File: src/rtl/serial_adder_fsm.sv
`default_nettype none
// ============================================================================
// Module   : serial_adder_fsm
// Brief    : Bit-serial two's-complement adder, one full-adder cell and a
//            carry flop, LSB first, parallel result with carry and overflow.
// Revision : 1.0
// ============================================================================
module serial_adder_fsm #(
    parameter int WIDTH = 8,
    parameter int CNT_W = 5
) (
    input  logic             Clk,
    input  logic             Reset,
    input  logic             Start,
    input  logic [WIDTH-1:0] A,
    input  logic [WIDTH-1:0] B,
    output logic             Busy,
    output logic             Done,
    output logic [WIDTH-1:0] Sum,
    output logic             Cout,
    output logic             Ovf
);

    typedef enum logic [1:0] {
        IDLE  = 2'd0,
        SHIFT = 2'd1,
        DONE  = 2'd2
    } state_t;

    localparam logic [CNT_W-1:0] C_LAST = CNT_W'(WIDTH - 1);

    state_t             state_q;
    logic [WIDTH-1:0]   ra_q;
    logic [WIDTH-1:0]   rb_q;
    logic [WIDTH-1:0]   sum_sr_q;
    logic [CNT_W-1:0]   cnt_q;
    logic               carry_q;
    logic               busy_q;
    logic               done_q;
    logic [WIDTH-1:0]   sum_q;
    logic               cout_q;
    logic               ovf_q;

    logic               sum_bit_d;
    logic               carry_d;
    logic [WIDTH-1:0]   sum_sr_d;

    // Single full-adder cell working on the current LSBs.
    assign sum_bit_d = ra_q[0] ^ rb_q[0] ^ carry_q;
    assign carry_d   = (ra_q[0] & rb_q[0]) | (ra_q[0] & carry_q) | (rb_q[0] & carry_q);
    assign sum_sr_d  = {sum_bit_d, sum_sr_q[WIDTH-1:1]};

    always_ff @(posedge Clk) begin
        if (Reset) begin
            state_q  <= IDLE;
            ra_q     <= '0;
            rb_q     <= '0;
            sum_sr_q <= '0;
            cnt_q    <= '0;
            carry_q  <= 1'b0;
            busy_q   <= 1'b0;
            done_q   <= 1'b0;
            sum_q    <= '0;
            cout_q   <= 1'b0;
            ovf_q    <= 1'b0;
        end else begin
            case (state_q)
                IDLE, DONE: begin
                    done_q <= 1'b0;
                    if (Start) begin
                        ra_q    <= A;
                        rb_q    <= B;
                        carry_q <= 1'b0;
                        cnt_q   <= '0;
                        busy_q  <= 1'b1;
                        state_q <= SHIFT;
                    end else begin
                        busy_q  <= 1'b0;
                        state_q <= IDLE;
                    end
                end
                SHIFT: begin
                    ra_q     <= ra_q >> 1;
                    rb_q     <= rb_q >> 1;
                    sum_sr_q <= sum_sr_d;
                    carry_q  <= carry_d;
                    cnt_q    <= cnt_q + 1'b1;
                    // On the MSB step carry_q is the carry into the MSB.
                    if (cnt_q == C_LAST) begin
                        state_q <= DONE;
                        busy_q  <= 1'b0;
                        done_q  <= 1'b1;
                        sum_q   <= sum_sr_d;
                        cout_q  <= carry_d;
                        ovf_q   <= carry_q ^ carry_d;
                    end
                end
                default: begin
                    state_q <= IDLE;
                    busy_q  <= 1'b0;
                    done_q  <= 1'b0;
                end
            endcase
        end
    end

    assign Busy = busy_q;
    assign Done = done_q;
    assign Sum  = sum_q;
    assign Cout = cout_q;
    assign Ovf  = ovf_q;

endmodule
`default_nettype wire

File: config.mk
export PLATFORM = sky130hd
export DESIGN_NAME = serial_adder_fsm
export DESIGN_NICKNAME = d
export VERILOG_FILES = /design/src/rtl/serial_adder_fsm.sv
export SDC_FILE = /design/constraint.sdc
export NUM_CORES = 1
export LEC_CHECK = 0
export ABC_AREA = 1
export BUFFER_PORTS_ARGS = -buffer_cell sky130_fd_sc_hd__buf_2
export CAP_MARGIN = 20
export CORE_UTILIZATION = 40
export CTS_CLUSTER_DIAMETER = 150
export CTS_CLUSTER_SIZE = 25
export DETAILED_ROUTE_END_ITERATION = 12
export GPL_TIMING_DRIVEN = 1
export PLACE_DENSITY = 0.57
export SYNTH_ARGS = -nofsm -noshare
export SYNTH_HDL_FRONTEND = slang
export SYNTH_SLANG_ARGS = --single-unit
File: constraint.sdc
create_clock -name Clk -period 2.6 [get_ports Clk]
set_input_delay 0.26 -clock Clk [delete_from_list [all_inputs] [get_ports Clk]]
set_output_delay 0.26 -clock Clk [all_outputs]
set_load 0.01 [all_outputs]
==> summary.md <==
| Metric | Value |
|---|---|
| Instance count of the mapped netlist | `280` |
| Number of global-route vias before repair | `1,535` |
| Cells on worst reg2reg path | `6` |
| Number of detailed-routing iterations run before antenna repair | `6` |
| DP Worst Slack | `1020 ps` |
| First-pass GRT wire length | `6650 µm` |
| Final critical delay including setup and external delays | `1580 ps` |
| Wirelength per Cell | `10.3 µm` |
| Kind of critical path | `reg2reg` |
| Type of the worst min-delay path | `in2reg` |
| Slew at the pin closest to its max-slew limit | `661 ps` |
| Most numerous cell types in the synthesized netlist | `sky130_fd_sc_hd__nand2_1 (84), sky130_fd_sc_hd__inv_1 (44), sky130_fd_sc_hd__dfxtp_1 (43)` |
| Power Density | `599 nW/µm²` |
| Ports placed on the boundary | `31` |
| Proportion of layout cells with a drive suffix above 1 | `0.142` |
| Crit path from | `cnt_q[0]$_SDFFE_PP0P_` |
| Clk root buf | `sky130_fd_sc_hd__clkbuf_8` |
| Filler cell count | `483` |
| Pin count of the biggest net entering global routing | `24` |
| Worst hold-check slack | `179 ps` |
| Depth of the CTS H-tree | `2` |
| Required time of the critical path | `2790 ps` |
| FFs w/ async S/R, synth | `0` |
| Clock transition at path regs | `80 ps` |
| Number of vias in the routed layout | `1,674` |
| Final HPWL from detailed placement | `2610 µm` |
| Largest driver fanout on the critical path | `9` |
| Relative slew margins | `0.558` |
| Worst Path Arrival | `1770 ps` |
| ANT cells | `0` |
| Fin. max-slew vios | `0` |
| PortBufs | `30` |
| Number of maximum-capacitance violations | `0` |
| Final Cycle Share | `0.608` |
| Origin of the critical flop-to-flop path | `cnt_q[0]$_SDFFE_PP0P_` |
| Cell with the most instances after synthesis | `sky130_fd_sc_hd__nand2_1` |
| Total placed cells including tap cells | `354` |
| Peak supply drop | `326 µV` |
| Final cell area excluding filler cells | `2160 µm²` |
| Placement Rows | `24` |
| Distinct cell type count after synthesis | `21` |
| DRC violation count after routing | `0` |
| All-layer global routing usage | `0.169` |
| Average vias per placed instance | `4.64` |
| Worst-case clock skew | `7.08 ps` |
| Starting utilization of the core area | `0.427` |
| Setup violation total in the final timing report | `0` |
| Overflow left after global routing | `0` |
| Iteration-0 DRC count of the detailed router | `75` |
| Synth Warn # | `0` |
| Endpoint of the worst register-to-register path | `Sum[3]$_SDFFE_PP0P_` |
| Net count after synthesis | `301` |
| Leak Pwr | `1.06 nW` |
| Internal reg-to-reg setup slack | `1020 ps` |
| Initial antenna violation count | `0` |
| Final layout net count | `330` |
| Number of buffers inserted during clock tree synthesis | `5` |
| Instance area at placement | `2070 µm²` |
| Flops & latches, synth | `43` |
| Post-CTS resize count | `0` |
| Length of routed met3 wiring | `87 µm` |
| Synth-to-layout area growth | `13.8%` |
| Width of the die | `70.9 µm` |
| Syn avg cell area | `6.78 µm²` |
| Post-synth design cell area | `1900 µm²` |
| Count of flip-flops with a built-in enable after synthesis | `0` |
| Buffers inserted by post-CTS timing repair | `0` |
| Total area of multi-input combinational cells | `803 µm²` |
| Worst Setup Slack, final | `1020 ps` |
| Unrepaired setup endpoints after global routing | `no` |
| Wirelength, routed | `3710 µm` |
| Number of failing hold endpoints at the final stage | `0` |
| Worst Setup End Kind | `flop` |
| Worst-case clock buffer depth | `2` |
| Top_reg_cell synth | `sky130_fd_sc_hd__dfxtp_1` |
| Top layer in use | `met4` |
| Die area | `5030 µm²` |
| Sequential cell area fraction in the yosys report | `0.453` |
| Non-filler cells in the finished layout | `361` |
| FF+latch area | `861 µm²` |
| Worst-path cell with the longest stage delay | `sky130_fd_sc_hd__nor2_1` |
| End of the critical path | `Sum[3]$_SDFFE_PP0P_` |
| Core Footprint | `4440 µm²` |
| Share of Yosys cell area claimed by the top area cell type | `0.453` |
| Hold bufs inserted after CTS | `0` |
| TritonCTS clock tree | `yes` |
| Outcome | `completed` |
| Post-synth top area cell | `sky130_fd_sc_hd__dfxtp_1` |
| Gpl congestion | `0.765` |
| Ranking of synthesized cells by area | `sky130_fd_sc_hd__dfxtp_1 (45%), sky130_fd_sc_hd__nand2_1 (17%), sky130_fd_sc_hd__inv_1 (8.7%), sky130_fd_sc_hd__nand3_1 (8.2%), sky130_fd_sc_hd__nor2_1 (5.3%)` |
| Critical Path Start Type | `flop` |
| Antenna-violating nets left | `0` |
| Setup tns final | `0 ps` |
| Number of sinks handled by clock tree synthesis | `43` |
| Delay contributed by the slowest stage of the critical path | `540 ps` |
| Ordered list of cells on the worst path | `ha_1 > nand2_1 > nor2_1 > nand3_1 > nand2_1 > nor2_1` |
| Die Y | `70.9 µm` |
| Insertion delay to the later sink of the worst-skew pair | `280 ps` |
| Maximum frequency from static timing analysis | `632 MHz` |
| Met1 wire length | `1860 µm` |
| Routed met2 length | `1750 µm` |
| Number of stages on the worst hold path | `3` |
through the flow:
stage | power, mW | util
after floorplan | 0.848 | -
after global placement | 0.894 | 0.467
after detailed placement | 0.893 | 0.467
after CTS | 1.32 | 0.486
after global routing | 1.37 | 0.486
final | 1.29 | 0.486
routing by layer:
| metal | global-route usage | up-vias |
|---|---|---|
| met5 | 0 | - |
| met1 | 0.208 | 730 |
| met4 | 0.0467 | 0 |
| li1 | - | 915 |
| met2 | 0.288 | 27 |
| met3 | 0.0513 | 2 |
sequential cells by signal, indices dropped and copies added (netlist names):
name and count:
Busy 1, Cout 1, Done 1, Ovf 1, Sum 8, carry_q 1
cnt_q 5, ra_q 8, rb_q 8, state_q 2, sum_sr_q 7
cells in the final DEF (no fill, tap or decap):
cell	synthesis	routed
sky130_fd_sc_hd__dfxtp_1	43	43
sky130_fd_sc_hd__inv_2	1	1
sky130_fd_sc_hd__nand2_1	84	84
sky130_fd_sc_hd__buf_2	5	30
sky130_fd_sc_hd__fa_1	1	1
sky130_fd_sc_hd__nand3_1	31	31
sky130_fd_sc_hd__a211oi_1	1	1
sky130_fd_sc_hd__nor2_1	27	27
sky130_fd_sc_hd__clkbuf_8	0	6
sky130_fd_sc_hd__clkinv_1	1	1
sky130_fd_sc_hd__nand3_2	1	1
sky130_fd_sc_hd__buf_4	2	3
sky130_fd_sc_hd__a21oi_1	19	19
sky130_fd_sc_hd__nor2_4	1	1
sky130_fd_sc_hd__ha_1	1	1
sky130_fd_sc_hd__clkinv_2	0	1
sky130_fd_sc_hd__o22ai_1	1	1
sky130_fd_sc_hd__inv_1	44	44
sky130_fd_sc_hd__nand2_2	1	1
sky130_fd_sc_hd__a22oi_1	1	1
sky130_fd_sc_hd__o21ai_0	11	11
power breakdown:
part           internal [mW]  leakage, nW  switching, mW
logic                 0.0550        0.665          0.106
clock network          0.208       0.0470          0.210
registers              0.696        0.351         0.0197
critical path, delay by kind of cell (launching register included):
kind / cells / cell delay [ps]
adders and majority gates: 1 / 180
DFF: 1 / 370
and+or+nand+nor: 5 / 930
final cells by class:
class / count / area share
Clock buffer: 6 / 0.0382
Clock inverter: 1 / 0.00231
Inverter: 46 / 0.0799
Multi-Input combinational cell: 180 / 0.372
Sequential cell: 43 / 0.398
Tap cell: 52 / 0.0301
Timing Repair Buffer: 33 / 0.0799
cell families after synthesis:
family,count (synthesis),synth area share
buffers and inverters,57,0.124
flip-flops,43,0.453
adder cells (fa/ha/maj),2,0.0171
AO/OA/AOI/OAI,33,0.0903
AND/OR/NAND/NOR,145,0.316
how the worst min path moves through the flow:
stage,to,start
detailed placement,ra_q[4]$_SDFFE_PP0P_,ra_q[4]$_SDFFE_PP0P_
global placement,ra_q[5]$_SDFFE_PP0P_,ra_q[5]$_SDFFE_PP0P_
floorplan,ra_q[7]$_SDFFE_PP0P_,A[7]
CTS,rb_q[0]$_SDFFE_PP0P_,B[0]
global route,rb_q[0]$_SDFFE_PP0P_,B[0]
finish,rb_q[0]$_SDFFE_PP0P_,B[0]
(Power assumes the default switching activity.)
